$ cat src/rtl/lcd1602_seq_ctrl_if.sv
// Request handshake between fabric logic and the LCD1602 sequencer.
// One byte (command or character) per valid/ready transfer.
interface lcd1602_seq_ctrl_if;
    logic       iVALID;
    logic       iRS;
    logic [7:0] iDATA;
    logic       oREADY;

    modport master (output iVALID, output iRS, output iDATA, input oREADY);
    modport slave  (input iVALID, input iRS, input iDATA, output oREADY);
endinterface

$ cat src/rtl/lcd1602_seq_ctrl.sv
// HD44780 16x2 LCD write sequencer: power-up init, then one byte per request.
// Define LCD_AUTOWRAP_EN for cursor tracking with automatic line wrap.
module lcd1602_seq_ctrl #(
    parameter int T_POWERUP = 2000000,
    parameter int T_AS      = 4,
    parameter int T_PW      = 12,
    parameter int T_CMD     = 2500,
    parameter int T_CLEAR   = 82000
) (
    input  logic                     iCLK,
    input  logic                     iRST_N,
    lcd1602_seq_ctrl_if.slave        bus,
    output logic                     oINIT_DONE,
    output logic [7:0]               oLCD_D,
    output logic                     oLCD_RS,
    output logic                     oLCD_RW,
    output logic                     oLCD_EN
);
    // A zero-length phase would be unreachable with a terminal-count compare.
    localparam int L_PU  = (T_POWERUP < 1) ? 1 : T_POWERUP;
    localparam int L_AS  = (T_AS < 1)      ? 1 : T_AS;
    localparam int L_PW  = (T_PW < 1)      ? 1 : T_PW;
    localparam int L_CMD = (T_CMD < 1)     ? 1 : T_CMD;
    localparam int L_CLR = (T_CLEAR < 1)   ? 1 : T_CLEAR;
    localparam int M1    = (L_PU > L_CLR) ? L_PU : L_CLR;
    localparam int M2    = (M1 > L_CMD)   ? M1   : L_CMD;
    localparam int M3    = (M2 > L_PW)    ? M2   : L_PW;
    localparam int L_MAX = (M3 > L_AS)    ? M3   : L_AS;
    localparam int CW    = $clog2(L_MAX + 1);

    localparam logic [CW-1:0] C_PU  = CW'(L_PU - 1);
    localparam logic [CW-1:0] C_AS  = CW'(L_AS - 1);
    localparam logic [CW-1:0] C_PW  = CW'(L_PW - 1);
    localparam logic [CW-1:0] C_CMD = CW'(L_CMD - 1);
    localparam logic [CW-1:0] C_CLR = CW'(L_CLR - 1);
    localparam logic [2:0]    N_INIT = 3'd5;

    typedef enum logic [2:0] {
        ST_PWRUP, ST_LOAD, ST_SETUP, ST_EN_HI, ST_WAIT, ST_IDLE
    } state_t;

    state_t        r_state, w_state_n;
    logic [CW-1:0] r_cnt, w_cnt_n, w_last;
    logic [2:0]    r_idx, w_idx_n;
    logic [7:0]    r_d, w_d_n;
    logic          r_rs, w_rs_n;
    logic          r_done, w_done_n;
    logic          w_long;
`ifdef LCD_AUTOWRAP_EN
    logic          r_row, w_row_n;
    logic [3:0]    r_col, w_col_n;
`endif

    function automatic logic [7:0] init_rom(input logic [2:0] idx);
        case (idx)
            3'd0, 3'd1: init_rom = 8'h38;
            3'd2:       init_rom = 8'h0C;
            3'd3:       init_rom = 8'h01;
            default:    init_rom = 8'h06;
        endcase
    endfunction

    // Clear and return-home need the long settle time after E falls.
    always_comb begin
        w_long = !r_rs && (r_d[7:2] == 6'd0) && (r_d != 8'd0);
        case (r_state)
            ST_PWRUP: w_last = C_PU;
            ST_SETUP: w_last = C_AS;
            ST_EN_HI: w_last = C_PW;
            ST_WAIT:  w_last = w_long ? C_CLR : C_CMD;
            default:  w_last = '0;
        endcase
    end

    always_comb begin
        w_state_n = r_state;
        w_cnt_n   = r_cnt + 1'b1;
        w_idx_n   = r_idx;
        w_d_n     = r_d;
        w_rs_n    = r_rs;
        w_done_n  = r_done;
`ifdef LCD_AUTOWRAP_EN
        w_row_n   = r_row;
        w_col_n   = r_col;
`endif
        case (r_state)
            ST_PWRUP: if (r_cnt == w_last) begin
                w_state_n = ST_LOAD;
                w_cnt_n   = '0;
            end
            ST_LOAD: begin
                w_d_n     = init_rom(r_idx);
                w_rs_n    = 1'b0;
                w_idx_n   = r_idx + 1'b1;
                w_cnt_n   = '0;
                w_state_n = ST_SETUP;
            end
            ST_SETUP: if (r_cnt == w_last) begin
                w_state_n = ST_EN_HI;
                w_cnt_n   = '0;
            end
            ST_EN_HI: if (r_cnt == w_last) begin
                w_state_n = ST_WAIT;
                w_cnt_n   = '0;
            end
            ST_WAIT: if (r_cnt == w_last) begin
                w_cnt_n = '0;
                if (!r_done && (r_idx != N_INIT)) begin
                    w_state_n = ST_LOAD;
                end else if (!r_done) begin
                    w_done_n  = 1'b1;
                    w_state_n = ST_IDLE;
                end else begin
                    w_state_n = ST_IDLE;
`ifdef LCD_AUTOWRAP_EN
                    // The inserted set-DDRAM command updates the cursor itself via the D[7] rule.
                    if (r_rs) begin
                        if (r_col == 4'd15) begin
                            w_d_n     = r_row ? 8'h80 : 8'hC0;
                            w_rs_n    = 1'b0;
                            w_state_n = ST_SETUP;
                        end else begin
                            w_col_n = r_col + 1'b1;
                        end
                    end else if (w_long) begin
                        w_row_n = 1'b0;
                        w_col_n = 4'd0;
                    end else if (r_d[7]) begin
                        w_row_n = r_d[6];
                        w_col_n = r_d[3:0];
                    end
`endif
                end
            end
            ST_IDLE: begin
                w_cnt_n = '0;
                if (bus.iVALID) begin
                    w_d_n     = bus.iDATA;
                    w_rs_n    = bus.iRS;
                    w_state_n = ST_SETUP;
                end
            end
            default: begin
                w_state_n = ST_PWRUP;
                w_cnt_n   = '0;
            end
        endcase
    end

    always_ff @(posedge iCLK or negedge iRST_N) begin
        if (!iRST_N) begin
            r_state <= ST_PWRUP;
            r_cnt   <= '0;
            r_idx   <= 3'd0;
            r_d     <= 8'h00;
            r_rs    <= 1'b0;
            r_done  <= 1'b0;
`ifdef LCD_AUTOWRAP_EN
            r_row   <= 1'b0;
            r_col   <= 4'd0;
`endif
        end else begin
            r_state <= w_state_n;
            r_cnt   <= w_cnt_n;
            r_idx   <= w_idx_n;
            r_d     <= w_d_n;
            r_rs    <= w_rs_n;
            r_done  <= w_done_n;
`ifdef LCD_AUTOWRAP_EN
            r_row   <= w_row_n;
            r_col   <= w_col_n;
`endif
        end
    end

    // E decodes straight from the state register so reset removes it at once.
    assign bus.oREADY = (r_state == ST_IDLE);
    assign oLCD_EN    = (r_state == ST_EN_HI);
    assign oLCD_D     = r_d;
    assign oLCD_RS    = r_rs;
    assign oLCD_RW    = 1'b0;
    assign oINIT_DONE = r_done;
endmodule

$ cat src/flat_wrapper.sv
// flat-port wrapper written by rule: the top's interface ports become plain ports
module lcd1602_seq_ctrl_flat 
#(
    parameter int T_POWERUP = 2000000,
    parameter int T_AS      = 4,
    parameter int T_PW      = 12,
    parameter int T_CMD     = 2500,
    parameter int T_CLEAR   = 82000
)
  (iCLK, iRST_N, oINIT_DONE, oLCD_D, oLCD_RS, oLCD_RW, oLCD_EN, bus_iVALID, bus_iRS, bus_iDATA, bus_oREADY);
  lcd1602_seq_ctrl_if bus_i ();
  input  logic iCLK;
  input  logic iRST_N;
  output logic oINIT_DONE;
  output logic [7:0] oLCD_D;
  output logic oLCD_RS;
  output logic oLCD_RW;
  output logic oLCD_EN;
  input wire logic [$bits(bus_i.iVALID)-1:0] bus_iVALID;
  input wire logic [$bits(bus_i.iRS)-1:0] bus_iRS;
  input wire logic [$bits(bus_i.iDATA)-1:0] bus_iDATA;
  output wire logic [$bits(bus_i.oREADY)-1:0] bus_oREADY;
  assign bus_i.iVALID = bus_iVALID;
  assign bus_i.iRS = bus_iRS;
  assign bus_i.iDATA = bus_iDATA;
  assign bus_oREADY = bus_i.oREADY;
  lcd1602_seq_ctrl #(.T_POWERUP(T_POWERUP), .T_AS(T_AS), .T_PW(T_PW), .T_CMD(T_CMD), .T_CLEAR(T_CLEAR)) u_core (.iCLK(iCLK), .iRST_N(iRST_N), .bus(bus_i), .oINIT_DONE(oINIT_DONE), .oLCD_D(oLCD_D), .oLCD_RS(oLCD_RS), .oLCD_RW(oLCD_RW), .oLCD_EN(oLCD_EN));
endmodule
$ cat config.mk
export PLATFORM = sky130hd
export DESIGN_NAME = lcd1602_seq_ctrl_flat
export DESIGN_NICKNAME = d
export VERILOG_FILES = /design/src/rtl/lcd1602_seq_ctrl_if.sv /design/src/rtl/lcd1602_seq_ctrl.sv /design/src/flat_wrapper.sv
export SDC_FILE = /design/constraint.sdc
export NUM_CORES = 1
export LEC_CHECK = 0
export ABC_AREA = 0
export BUFFER_PORTS_ARGS = -buffer_cell sky130_fd_sc_hd__buf_4
export CAP_MARGIN = 20
export CORE_MARGIN = 4
export CORE_UTILIZATION = 50
export DETAILED_ROUTE_END_ITERATION = 8
export GPL_TIMING_DRIVEN = 0
export PLACE_DENSITY = 0.7
export SETUP_SLACK_MARGIN = 0.02
export SYNTH_ARGS = -nofsm -noshare
export SYNTH_HDL_FRONTEND = slang
export SYNTH_SLANG_ARGS = --single-unit
$ cat constraint.sdc
create_clock -name iCLK -period 5.9 [get_ports iCLK]
set_input_delay 0.295 -clock iCLK [delete_from_list [all_inputs] [get_ports iCLK]]
set_output_delay 0.295 -clock iCLK [all_outputs]
set_load 0.02 [all_outputs]
==> flow_summary.toml, run 1 <==
[outcome]
status = "finished clean"

[route]
drt_wl_total_mm = 4.421
first_pass_iters = 4
avgRoutedWirePerCell_um = 13.99
drtIter0Drc = 108
vias = 1702
drc_errors = 0
antenna_left = 0
viasPerCell = 5.386

[worst_setup_path]
endpoint_kind = "register"
cp_top_family = "simple AND/OR/NAND/NOR gates"
required_ns = 6.08
crit_slowest_cell = "or4_4"
max_stage_delay_ns = 0.53
cp_cell_sequence = "nor4_1, nand3_1, and3_2, or4_4, o31ai_4, buf_4, nor2_1"
start_kind = "register"
critical_path_arrival_ns = 2.85
crit_type = "reg2reg"
path_buf_inv = 1
crit_fanout = 10

[floorplan]
ios = 25
start_util = 0.5193
die_y_um = 72.69
coreArea_mm2 = 0.004029
dieWidth_um = 72.69
die_area_mm2 = 0.005283
placement_rows = 23

[clocking]
clk_path_buf_depth = 2
cts_setup_buffers = 0
cts_tree = "built"
cts.sinks = 37
path_clk_slew_ns = 0.07
ctsHoldBuffers = 1
cts.repair.resized = 0
clk_latency_ns = 0.29
cts_root_buf = "clkbuf_8"
cts_buffers = 5
cts_htree_levels = 2

[global_routing]
grt_max_degree = 38
top_usage_layer = "met2"
grt_use_total = 0.1900
grt_pass1_vias = 1680
use_met3 = 0.04132
grtUsageMet1 = 0.2779
gr-total-overflow = 0
grt_use_met2 = 0.2856
grt_pass1_wl_mm = 7.859
antenna_found_initial = 0

[hold_path]
hold_class = "in2reg"

[synth]
ys_top_cells_by_count = "dfrtp_1 (37), nor2_1 (33), nand2_1 (20), o21ai_0 (17), a21oi_1 (13)"
synth_cells = 234
synth-edff-count = 0
ys_top_cells_by_area = "dfrtp_1 (44%), nor2_1 (5.9%), xor2_1 (4.2%), o21ai_0 (4.1%), nand2_1 (3.6%)"
yosys.area.top_type_share = 0.4426
syn-num-nets = 251
synth.most_common_cell = "dfrtp_1"
synth_top_area_cell = "dfrtp_1"
synth_seq_cells = 37
synth_ff_type = "dfrtp_1"
synth_cell_type_count = 46
avgSynthCellArea_um2 = 8.940
async_flop_share = 1.000
syn_area_mm2 = 0.002092
ys_seq_area_frac = 0.4426
yosysWarnings = 0

[flow_run]
cap_violations = 0

[layout]
finalNonFillerCells = 316
syn2layout_area_growth_pct = 17.28
diodes = 0
final_nets = 282
drive_gt1_frac = 0.1880

[power]
p_leak_nw = 1.119
vdd_drop_max_mv = 0.1118
powerDensity_mw_per_mm2 = 201.9
p_total_w = 0.0004953

[sta]
min_period_over_period = 0.4530
hold_violations = 0
timing.final.max_slew_violations = 0
timing.setup.tns_ns = 0
rsz0062_at_grt = "false"
timing.fmax_mhz = 374.1
fin_crit_ns = 2.673
max_slew.worst_pin.slew_ns = 0.5032
max_slew_margin = 0.6634
setup-violations-final = 0
skew_ns = 0.004529

[place]
place.gp.congestion = 0.7835
dpl.hpwl_mm = 3.248
dp_cells = 307
portBuffers = 23
state kept, by name, indices dropped and copies added, names as in the netlist:
name / flops
u_core.r_cnt: 21
u_core.oLCD_D: 8
u_core.r_idx: 3
u_core.r_state: 3
u_core.oINIT_DONE: 1
u_core.oLCD_RS: 1
per-stage QoR:
stage | area [um^2] | utilization | hold WS [ns] | setup WS (ns)
6_report | 2454 | 0.6090 | 0.2883 | 3.227
5_1_grt | 2454 | 0.6090 | 0.3104 | 3.017
4_1_cts | 2454 | 0.6090 | 0.2907 | 3.209
3_5_place_dp | 2327 | 0.5776 | 0.2883 | 3.221
3_3_place_gp | 2327 | 0.5776 | 0.2860 | 3.233
2_1_floorplan | 2092 | - | -0.0005911 | 3.372
cell usage in the layout (no fill, tap or decap), types with 2 or more instances in the layout:
master    instances
a21oi_1          13
and3_1            5
and3_2            2
buf_4            25
clkbuf_1          7
clkbuf_8          6
dfrtp_1          37
ha_1              5
inv_1             8
mux2_2            2
nand2_1          20
nand3_1           9
nand4_1          10
nor2_1           33
nor2b_1           2
nor3_1           10
nor4_1            3
o21ai_0          17
or2_2             2
or3_1             4
or4_4             2
xnor2_1           8
xor2_1           10
cell type report:
type	count	area, um^2
Inverter	9	33.78
Buffer	10	53.80
Timing Repair Buffer	24	182.7
Sequential cell	37	925.9
Tap cell	50	62.56
Fill cell	357	1575
Clock buffer	7	86.33
Clock inverter	1	30.03
Multi-Input combinational cell	178	1079
metal layers:
metal	vias up	wire length (um)
met5	-	0
li1	881	-
met3	6	187
met1	785	2196
met2	30	1985
met4	0	52
cell families (layout without fill, tap and decap cells):
logic type / after synthesis / after routing / share of synthesized area
flops: 37 / 37 / 0.4426
simple gates: 112 / 112 / 0.2787
buf+inv: 19 / 51 / 0.04186
fa+ha+maj: 5 / 5 / 0.02990
other cells: 1 / 1 / 0.001793
compound gates: 39 / 39 / 0.1142
xor+xnor: 18 / 18 / 0.07536
mux: 3 / 3 / 0.01555
report_power, final:
part / internal [W] / leakage [nW] / total [W] / switching, W
clock: 0.000138 / 0.0585 / 0.000228 / 0.0000903
sequential: 0.000253 / 0.482 / 0.000253 / 0
combinational: 0.00000617 / 0.579 / 0.0000137 / 0.00000756
total: 0.000397 / 1.12 / 0.000495 / 0.0000979
path summary, 6_finish.rpt:
path                       cells after the start  slack, ns             start                 to
setup / recovery                               7       3.23  u_core.oLCD_D[3]   u_core.r_cnt[17]
hold / removal                                 3       0.29      bus_iDATA[0]   u_core.oLCD_D[0]
setup reg to reg                               7       3.23  u_core.oLCD_D[3]   u_core.r_cnt[17]
hold reg to reg                                1       0.48   u_core.r_cnt[0]    u_core.r_cnt[0]
max in group asynchronous                      2       5.08            iRST_N  u_core.r_state[0]
min in group asynchronous                      2       0.50            iRST_N   u_core.r_cnt[12]
worst reg2reg max path, delay by kind of cell (launching register included):
kind	cells	cell delay [ns]
compound gates	1	0.31
buf+inv	1	0.24
flops	1	0.41
simple gates	5	1.61
Power figures use the tool's default switching activity.
==> inputs of run 2 (changes only) <==
==> constraint.sdc (replaced) <==
create_clock -name iCLK -period 2.53 [get_ports iCLK]
set_input_delay 0.1265 -clock iCLK [delete_from_list [all_inputs] [get_ports iCLK]]
set_output_delay 0.1265 -clock iCLK [all_outputs]
set_load 0.02 [all_outputs]
==> flow_summary.toml, run 2 (synthesis results as in run 1) <==
[global_routing]
antenna_found_initial = 0
grt_max_degree = 38
grt_pass1_vias = 1573
grt_use_total = 0.1819
gr-total-overflow = 0
grt_pass1_wl_mm = 7.376

[power]
pwr-share-clk = 0.420
vdd_drop_max_mv = 0.3593
internal_power_w = 0.0008516
seq_power_share = 0.550
comb_power_share = 0.030
p_leak_nw = 1.139
p_sw_w = 0.0002231
powerDensity_mw_per_mm2 = 424.8
swShare = 0.2076

[sta]
min_period_over_period = 0.9721
hold_violations = 0
fin_crit_ns = 2.459
holdWs_ns = 0.1220
timing.fmax_mhz = 406.6
timing.final.max_slew_violations = 0
rsz0062_at_grt = "true"
setup_slack_ns = 0.07062
setup-violations-final = 0
skew_ns = 0.003971

[clocking]
clk_path_buf_depth = 2
cts_htree_levels = 2
cts_root_buf = "clkbuf_8"
cts_tree = "built"
cts_buffers = 5
cts.sinks = 37
clk_latency_ns = 0.29
path_clk_slew_ns = 0.07

[worst_setup_path]
endpoint_kind = "register"
cp_common_cell = "or4_4"
path_buf_inv = 0
critical_path_arrival_ns = 2.64
required_ns = 2.71
crit_end = "u_core.r_state[1]"
r2r_cells = 6
crit_start = "u_core.r_state[2]"
rrSetupSlack_ns = 0.07
r2r-end = "u_core.r_state[1]"
cp_cell_sequence = "or3_4, nor4_4, o221ai_2, or4_4, or4_4, and3_1"
crit_type = "reg2reg"
r2r-start = "u_core.r_state[2]"
start_kind = "register"
crit_slowest_cell = "or4_4"
max_stage_delay_ns = 0.58
crit_fanout = 6
cp.depth = 6
cp_top_family = "simple AND/OR/NAND/NOR gates"

[hold_path]
hold_class = "in2reg"

[route]
drt_wl_total_mm = 4.371
viasPerCell = 5.396
first_pass_iters = 4
drtIter0Drc = 139
antenna_left = 0
avgRoutedWirePerCell_um = 13.75
drc_errors = 0
vias = 1716

[outcome]
status = "finished clean"

[flow_run]
cap_violations = 0

[place]
dpl.hpwl_mm = 3.146
place.gp.congestion = 0.8767
dp_slack_ns = -0.09819
portBuffers = 23

[layout]
regMostFlops = "u_core.r_cnt"
final_common_cell = "dfrtp_1"
diodes = 0
final_cell_mix = "dfrtp_1 (36), nor2_1 (33), buf_4 (29)"
final_nets = 284
drive_gt1_frac = 0.2276
largest_register_ffs = 21
syn2layout_area_growth_pct = 20.93

[floorplan]
start_util = 0.5193
die_area_mm2 = 0.005283
die_y_um = 72.69
placement_rows = 23
dieWidth_um = 72.69
coreArea_mm2 = 0.004029
ios = 25
run 2: tightest hold or removal path, stage by stage:
cell and delay, ns:
buf_4 0.08, a21oi_1 0.04, o21ai_0 0.12
run 2: layout make-up:
cell class / instances / area [um^2]
Clock buffer: 7 / 96.34
Fill cell: 359 / 1499
Inverter: 9 / 33.78
Multi-Input combinational cell: 178 / 1140
Sequential cell: 37 / 927.1
Tap cell: 50 / 62.56
Buffer: 7 / 45.04
Timing Repair Buffer: 29 / 220.2
Clock inverter: 1 / 5.005
run 2: per-stage QoR:
step                      TNS [ns]    util  total power [W]  cell area (um^2)  std cells
after floorplan                  0       -        0.0006082              2098        234
after global placement     -0.8902  0.5792        0.0006340              2333        307
after detailed placement    -1.085  0.5792        0.0006343              2333        307
after CTS                        0  0.6177         0.001094              2489        317
after global routing             0  0.6280         0.001119              2530        318
final                            0  0.6280         0.001075              2530        318
run 2: worst min path at each step:
| stage | from | to | slack (ns) | depth (start not counted) |
|---|---|---|---|---|
| 6_report | bus_iDATA[0] | u_core.oLCD_D[0] | 0.12 | 3 |
| 5_1_grt | bus_iDATA[3] | u_core.oLCD_D[3] | 0.13 | 3 |
| 2_1_floorplan | iRST_N | u_core.oINIT_DONE | -0.17 | 0 |
| 4_1_cts | bus_iDATA[1] | u_core.oLCD_D[1] | 0.12 | 3 |
| 3_5_place_dp | iRST_N | u_core.oLCD_D[6] | 0.12 | 1 |
| 3_3_place_gp | iRST_N | u_core.oLCD_D[6] | 0.12 | 1 |
run 2: repair_timing:
item	4_1_cts	5_1_grt
endpoints found under the setup margin	15	15
hold buffers	1	0
buffers inserted	2	3
hold endpoints to repair	37	0
resized for setup	6	4
pin swaps	6	2
run 2: routing by layer:
layer | track usage | routed length [um] | share of wire
met4 | 0.06762 | 70 | 0.016
met1 | 0.2550 | 2128 | 0.49
met3 | 0.04270 | 200 | 0.046
met2 | 0.2735 | 1972 | 0.45
met5 | 0 | 0 | 0
run 2: power by group through the flow:
stage	clock network, W	logic, W	registers, W
finish	0.000452	0.0000318	0.000591
global route	0.000492	0.0000366	0.000591
CTS	0.000470	0.0000330	0.000591
detailed placement	0	0.0000318	0.000603
global placement	0	0.0000314	0.000603
floorplan	0	0.00000541	0.000603
